--- src/rtl/pe_pkg.sv ---
// Shared constants, data type and rescale/saturate helper for the PE datapath.
package pe_pkg;

  localparam int unsigned PE_WIDTH  = 16;
  localparam int unsigned PE_FRAC   = 12;
  localparam int unsigned PE_LANES  = 3;
  localparam int unsigned RESCALE_W = 64;

  typedef logic signed [PE_WIDTH-1:0] pe_data_t;

  typedef struct packed {
    logic                        ovf;
    logic signed [RESCALE_W-1:0] val;
  } pe_rescale_t;

  // Arithmetic shift right by frac (floor), optionally clamped to a signed width-bit range.
  function automatic pe_rescale_t pe_rescale(input logic signed [RESCALE_W-1:0] x,
                                             input int unsigned frac,
                                             input int unsigned width,
                                             input logic sat);
    pe_rescale_t                 res;
    logic signed [RESCALE_W-1:0] r;
    logic signed [RESCALE_W-1:0] hi;
    logic signed [RESCALE_W-1:0] lo;
    r  = x >>> frac;
    hi = (RESCALE_W'(1) <<< (width - 1)) - RESCALE_W'(1);
    lo = ~hi;
    res.ovf = 1'b0;
    res.val = r;
    if (sat) begin
      if (r > hi) begin
        res.val = hi;
        res.ovf = 1'b1;
      end else if (r < lo) begin
        res.val = lo;
        res.ovf = 1'b1;
      end
    end
    return res;
  endfunction

endpackage

--- src/rtl/pe_fx_mult.sv ---
// Registered signed WIDTH x WIDTH multiplier producing the full 2*WIDTH-bit product.
module pe_fx_mult #(
  parameter int unsigned WIDTH = 16
) (
  input  logic                        clk,
  input  logic                        rst,
  input  logic                        en,
  input  logic signed [WIDTH-1:0]     a,
  input  logic signed [WIDTH-1:0]     b,
  output logic signed [2*WIDTH-1:0]   p
);

  localparam int unsigned PW = 2 * WIDTH;

  always_ff @(posedge clk) begin
    if (rst) begin
      p <= '0;
    end else if (en) begin
      p <= PW'(a) * PW'(b);
    end
  end

endmodule

--- src/rtl/pe_dot_acc.sv ---
// Pipelined signed fixed-point dot-product accumulator: multiply, lane sum, window accumulate.
// Define PE_DOT_SATURATE_EN to clamp out-of-range results and flag them on out_ovf.
module pe_dot_acc
  import pe_pkg::*;
#(
  parameter int unsigned WIDTH = PE_WIDTH,
  parameter int unsigned FRAC  = PE_FRAC,
  parameter int unsigned LANES = PE_LANES,
  parameter int unsigned ACC_W = 2 * WIDTH + 8
) (
  input  logic                   clk,
  input  logic                   rst,
  input  logic                   in_valid,
  output logic                   in_ready,
  input  logic [LANES*WIDTH-1:0] in_a,
  input  logic [LANES*WIDTH-1:0] in_b,
  input  logic                   in_last,
  output logic                   out_valid,
  input  logic                   out_ready,
  output logic [WIDTH-1:0]       out_data,
  output logic                   out_ovf
);

  localparam int unsigned PW = 2 * WIDTH;

`ifdef PE_DOT_SATURATE_EN
  localparam logic SAT_EN = 1'b1;
`else
  localparam logic SAT_EN = 1'b0;
`endif

  logic                    adv;
  logic signed [PW-1:0]    prod [LANES];
  logic                    s1_valid;
  logic                    s1_last;
  logic                    s2_valid;
  logic                    s2_last;
  logic signed [ACC_W-1:0] s2_sum;
  logic signed [ACC_W-1:0] sum_c;
  logic signed [ACC_W-1:0] acc;
  logic signed [ACC_W-1:0] acc_next_c;
  logic                    first;
  pe_rescale_t             res_c;
  logic                    rescale_unused;

  // Whole pipeline stalls only while a result is pending and not taken.
  assign adv      = !out_valid || out_ready;
  assign in_ready = adv;

  // S1: one registered multiplier per lane.
  for (genvar i = 0; i < LANES; i++) begin : g_lane
    pe_fx_mult #(.WIDTH(WIDTH)) u_mult (
      .clk (clk),
      .rst (rst),
      .en  (adv),
      .a   (in_a[i*WIDTH +: WIDTH]),
      .b   (in_b[i*WIDTH +: WIDTH]),
      .p   (prod[i])
    );
  end

  // Sign-extended sum of all lane products.
  always_comb begin
    sum_c = '0;
    for (int i = 0; i < LANES; i++) begin
      sum_c = sum_c + ACC_W'(prod[i]);
    end
  end

  assign acc_next_c     = first ? s2_sum : acc + s2_sum;
  assign res_c          = pe_rescale(RESCALE_W'(acc_next_c), FRAC, WIDTH, SAT_EN);
  assign rescale_unused = ^res_c.val[RESCALE_W-1:WIDTH];

  // S1/S2 control and S2 sum registers.
  always_ff @(posedge clk) begin
    if (rst) begin
      s1_valid <= 1'b0;
      s1_last  <= 1'b0;
      s2_valid <= 1'b0;
      s2_last  <= 1'b0;
      s2_sum   <= '0;
    end else if (adv) begin
      s1_valid <= in_valid;
      s1_last  <= in_valid && in_last;
      s2_valid <= s1_valid;
      s2_last  <= s1_last;
      s2_sum   <= sum_c;
    end
  end

  // S3: window accumulator; a closing beat rearms first so windows never mix.
  always_ff @(posedge clk) begin
    if (rst) begin
      acc       <= '0;
      first     <= 1'b1;
      out_valid <= 1'b0;
      out_data  <= '0;
    end else if (adv) begin
      out_valid <= 1'b0;
      if (s2_valid) begin
        if (s2_last) begin
          acc       <= '0;
          first     <= 1'b1;
          out_valid <= 1'b1;
          out_data  <= res_c.val[WIDTH-1:0];
        end else begin
          acc   <= acc_next_c;
          first <= 1'b0;
        end
      end
    end
  end

`ifdef PE_DOT_SATURATE_EN
  always_ff @(posedge clk) begin
    if (rst) begin
      out_ovf <= 1'b0;
    end else if (adv && s2_valid && s2_last) begin
      out_ovf <= res_c.ovf;
    end
  end
`else
  logic ovf_unused;
  assign ovf_unused = res_c.ovf;
  assign out_ovf    = 1'b0;
`endif

endmodule

--- config.mk ---
export PLATFORM = sky130hd
export DESIGN_NAME = pe_dot_acc
export DESIGN_NICKNAME = d
export VERILOG_FILES = /design/src/rtl/pe_pkg.sv /design/src/rtl/pe_fx_mult.sv /design/src/rtl/pe_dot_acc.sv
export SDC_FILE = /design/constraint.sdc
export NUM_CORES = 2
export LEC_CHECK = 0
export ABC_AREA = 1
export CAP_MARGIN = 40
export CORE_MARGIN = 4
export CORE_UTILIZATION = 40
export DETAILED_ROUTE_END_ITERATION = 7
export DONT_BUFFER_PORTS = 1
export PLACE_DENSITY = 0.65
export SETUP_SLACK_MARGIN = 0.1
export SLEW_MARGIN = 20
export SYNTH_ARGS = -nofsm -noshare
export SYNTH_HDL_FRONTEND = slang
export SYNTH_SLANG_ARGS = --single-unit
--- constraint.sdc ---
create_clock -name clk -period 12.1 [get_ports clk]
set_clock_uncertainty 0.15 [all_clocks]
set_input_delay 1.21 -clock clk [delete_from_list [all_inputs] [get_ports clk]]
set_output_delay 1.21 -clock clk [all_outputs]
set_load 0.02 [all_outputs]
==> impl_summary.md <==
Setup path
The data arrival time of the critical path is 6.65 ns. In this run the critical register-to-register path is launched from g_lane[0].u_mult.p[1]. Along the worst path, the maximum fanout reaches 13. STA puts the critical path data required time at between 10 and 15 ns.

The type of the worst setup path is input port to register. The worst setup path is captured at a register. In this run the critical register-to-register path is captured at s2_sum[19].

The worst register-to-register path has a setup slack of 8.81 ns. The type of origin of the critical path is an input port. The worst reg2reg path depth is 14.

Global route
The number of antenna violations at the first check in global routing is 1. The first global-routing pass estimated 169,000 um of wire. The maximum number of pins on one net before global-route repair is 67. Global routing finished with a remaining overflow of 0. The via count of the first global-routing pass came to between 30,000 and 40,000. Global routing consumed, over all layers together, 20.3% of the routing resources.

STA
Subtracting the final worst setup slack from the clock period gives approximately 6.5 ns. Setup violations remaining at the end of the flow were counted as 0. Setup repair after global routing left no endpoint under its margin. The number of slew-limit violations in the final report came to 0. Timing would allow up to between 150 and 200 MHz.

The slew at the pin closest to its max-slew limit is 0.798 ns. Adding up every negative setup slack in the final design gives 0 ns. The share of the clock period used by the worst path after layout is between 50 and 60%. The worst pin sits at a relative slew slack of a little under half. The final number of hold-violating endpoints is 0.

CTS
The clock passes through at most 2 buffers. Clock tree synthesis found a total of about 160 sinks. The post-CTS repair timing setup buffer count is 0. In this run the number of H-tree levels came out at 4. The later pin in the worst-skew pair is clocked with a latency of about 0.45 ns. The root buffer cell chosen for the clock tree is clkbuf_16. The hold-fix buffer count after cts is 0. Gates resized during post-CTS repair numbered 0.

TritonCTS built the clock tree. Counting the buffers created by CTS gives 17. The clock slew seen by the registers of the worst setup and hold paths is approximately 0.070 ns.

Route
Summed over all layers, the routed wires come to roughly 100,000 um. In the final routed layout, each cell accounts on average for 15.8 um. Using the TritonRoute via totals, the vias-per-cell ratio works out to about 4.9. Once detail routing completed, the nets flagged for antenna violations numbered 0. The number of iterations in the first detailed-routing pass is 5.

The number of vias after detailed routing is approximately 31,000. In the routed design, unresolved DRC markers number 0. The number of DRC markers after the initial detailed-route iteration is ~1,900.

Place
Buffers placed on the I/O ports in this run total 0. The HPWL after detailed placement is approximately 84,000 um. The routability congestion estimate from global placement is between 0.9 and 1.

Synth
Synthesis produced a netlist with a net count of about 6,400. Summing the sequential cell areas from Yosys gives under 10% of the chip area. The largest total area in the synthesized netlist belongs to fa_1. The unique cell type count in the Yosys netlist is 55. By area the synthesized netlist is led by fa_1 37%, inv_1 14%, nand2_1 13%. The synthesis warning total is 0.

The post-synthesis async set-or-reset flop share is 0%. The area of the mapped netlist is 0.0384 sq mm. The share of synthesized area in the top cell type comes to between 30% and 40%. The number of standard cells after synthesis is between 5,000 and 6,000. The synthesized design contains 0 enable-type register cells.

By count the netlist is led by 1,453 x inv_1, 1,379 x nand2_1, 716 x fa_1. The flip-flop and latch count after synthesis is around 160. Dividing the synthesized area by the synthesized cell count gives about 7.3 sq um. The cell with the most instances after synthesis is inv_1. The most used flip-flop cell after synthesis is dfxtp_1.

Layout
The number of antenna repair diodes is 0. Of the cells placed in the final design, the portion with a size suffix greater than 1 is ~1.9%. The net count reported at finish is a little over 6,000. The multi-input combinational cells in the finished layout cover a total of 0.0288 sq mm.

The number of inserted filler cells in the final layout is about 10,000. The post-synthesis to final-layout area growth is 3.73%. The area of all sequential standard cells is between 0.003 and 0.004 sq mm.

Status
The run finished with clean final reports.

Worst hold path
The capture endpoint of the worst hold path is acc[11]. The worst hold path was traced through 2 stages. The class of the worst hold path is register to register. The startpoint of the worst hold path is acc[11].

Floorplan
The die is ~320 um tall. In this run the core area contains roughly 110 standard-cell rows. The core area is around 0.095 sq mm.

The full die area is 0.101 sq mm. For this configuration, the core starts out at a cell density of between 40% and 50%. The I/O pin total is 120.

The overall die width is 318 um.

Run
Across the run, the number of max-cap violations was 0.
-- metrics by stage --
stage | instances | cell area (sq um) | util, % | hold WS (ns) | setup WS (ns)
after detailed placement | 6325 | 39200 | 41.2 | 0.306 | 5.32
after floorplan | 5261 | 38400 | - | 0.296 | 5.49
after CTS | 6357 | 39800 | 41.9 | 0.317 | 5.74
final | 6357 | 39800 | 41.9 | 0.317 | 5.65
after global routing | 6357 | 39800 | 41.9 | 0.329 | 5.41
after global placement | 6325 | 39200 | 41.2 | 0.301 | 5.38
-- per-layer routing --
metal / global-route usage [%] / share of wire (%) / up-vias
met2: 36.7 / 51 / 719
met5: 0 / 0 / -
met4: 5.08 / 2.4 / 0
met3: 1.34 / 3.9 / 138
met1: 26.6 / 43 / 15500
li1: - / - / 15000
-- final cells by class --
type                            count  share of cell area, %
Inverter                         1456                   13.7
Clock buffer                       19                   1.11
Timing Repair Buffer               10                  0.189
Clock inverter                     13                  0.409
Tap cell                         1265                   3.98
Multi-Input combinational cell   3432                   72.4
Sequential cell                   162                   8.15
-- state kept, by name (all words and copies together) (netlist names) --
name,count
first,1
out_valid,1
s1_valid,1
out_data,16
s2_last,1
s2_sum,28
s2_valid,1
s1_last,1
g_lane.u_mult.p,84
acc,28
-- logic make-up (layout without fill, tap and decap cells) --
group	after synthesis	after routing	share of synthesized area (%)
AO/OA/AOI/OAI	468	468	6.91
XOR/XNOR	61	61	1.39
adder cells (fa/ha/maj)	1000	1000	46.6
buffers and inverters	1667	1498	16.4
flip-flops	162	162	8.45
other	1	1	0.00977
AND/OR/NAND/NOR	1902	1902	20.2
-- worst max-delay path, cell delays in order --
cell and delay, ns:
nand2_1 0.13, inv_1 0.07, fa_1 0.61, fa_1 0.81
fa_1 0.50, fa_1 0.50, fa_1 0.49, inv_1 0.05
fa_1 0.47, inv_1 0.04, ha_1 0.39, nand2_1 0.13
nor3_1 0.29, nor3b_1 0.33, o21ai_0 0.25, nand4_1 0.15
nand3_1 0.10, nand2_1 0.09, inv_1 0.03
-- cell usage in the layout (no fill, tap or decap), drive strengths merged, types with 10 or more instances in the layout --
cell / count
xnor2: 27
a22o: 12
or2: 31
a21o: 12
fa: 716
xor2: 34
nor2: 204
clkbuf: 19
nand2: 1383
nand3: 190
nor3: 20
a21oi: 191
nand3b: 16
o211ai: 18
o21ai: 169
inv: 1461
dfxtp: 162
ha: 284
buf: 10
nand4: 43
o21bai: 26
-- how the worst max path moves through the flow --
stage                        start                      to  cells past startpoint
after floorplan           in_b[35]  g_lane[2].u_mult.p[27]                     24
after global placement    in_a[31]  g_lane[1].u_mult.p[26]                     19
after detailed placement  in_a[31]  g_lane[1].u_mult.p[26]                     19
after CTS                 in_a[31]  g_lane[1].u_mult.p[26]                     19
after global routing      in_a[31]  g_lane[1].u_mult.p[26]                     19
final                     in_a[31]  g_lane[1].u_mult.p[26]                     19
Power is left out: the tool's default activity adds up to more than one toggle a clock period on the data nets, which glitch-free logic cannot reach.
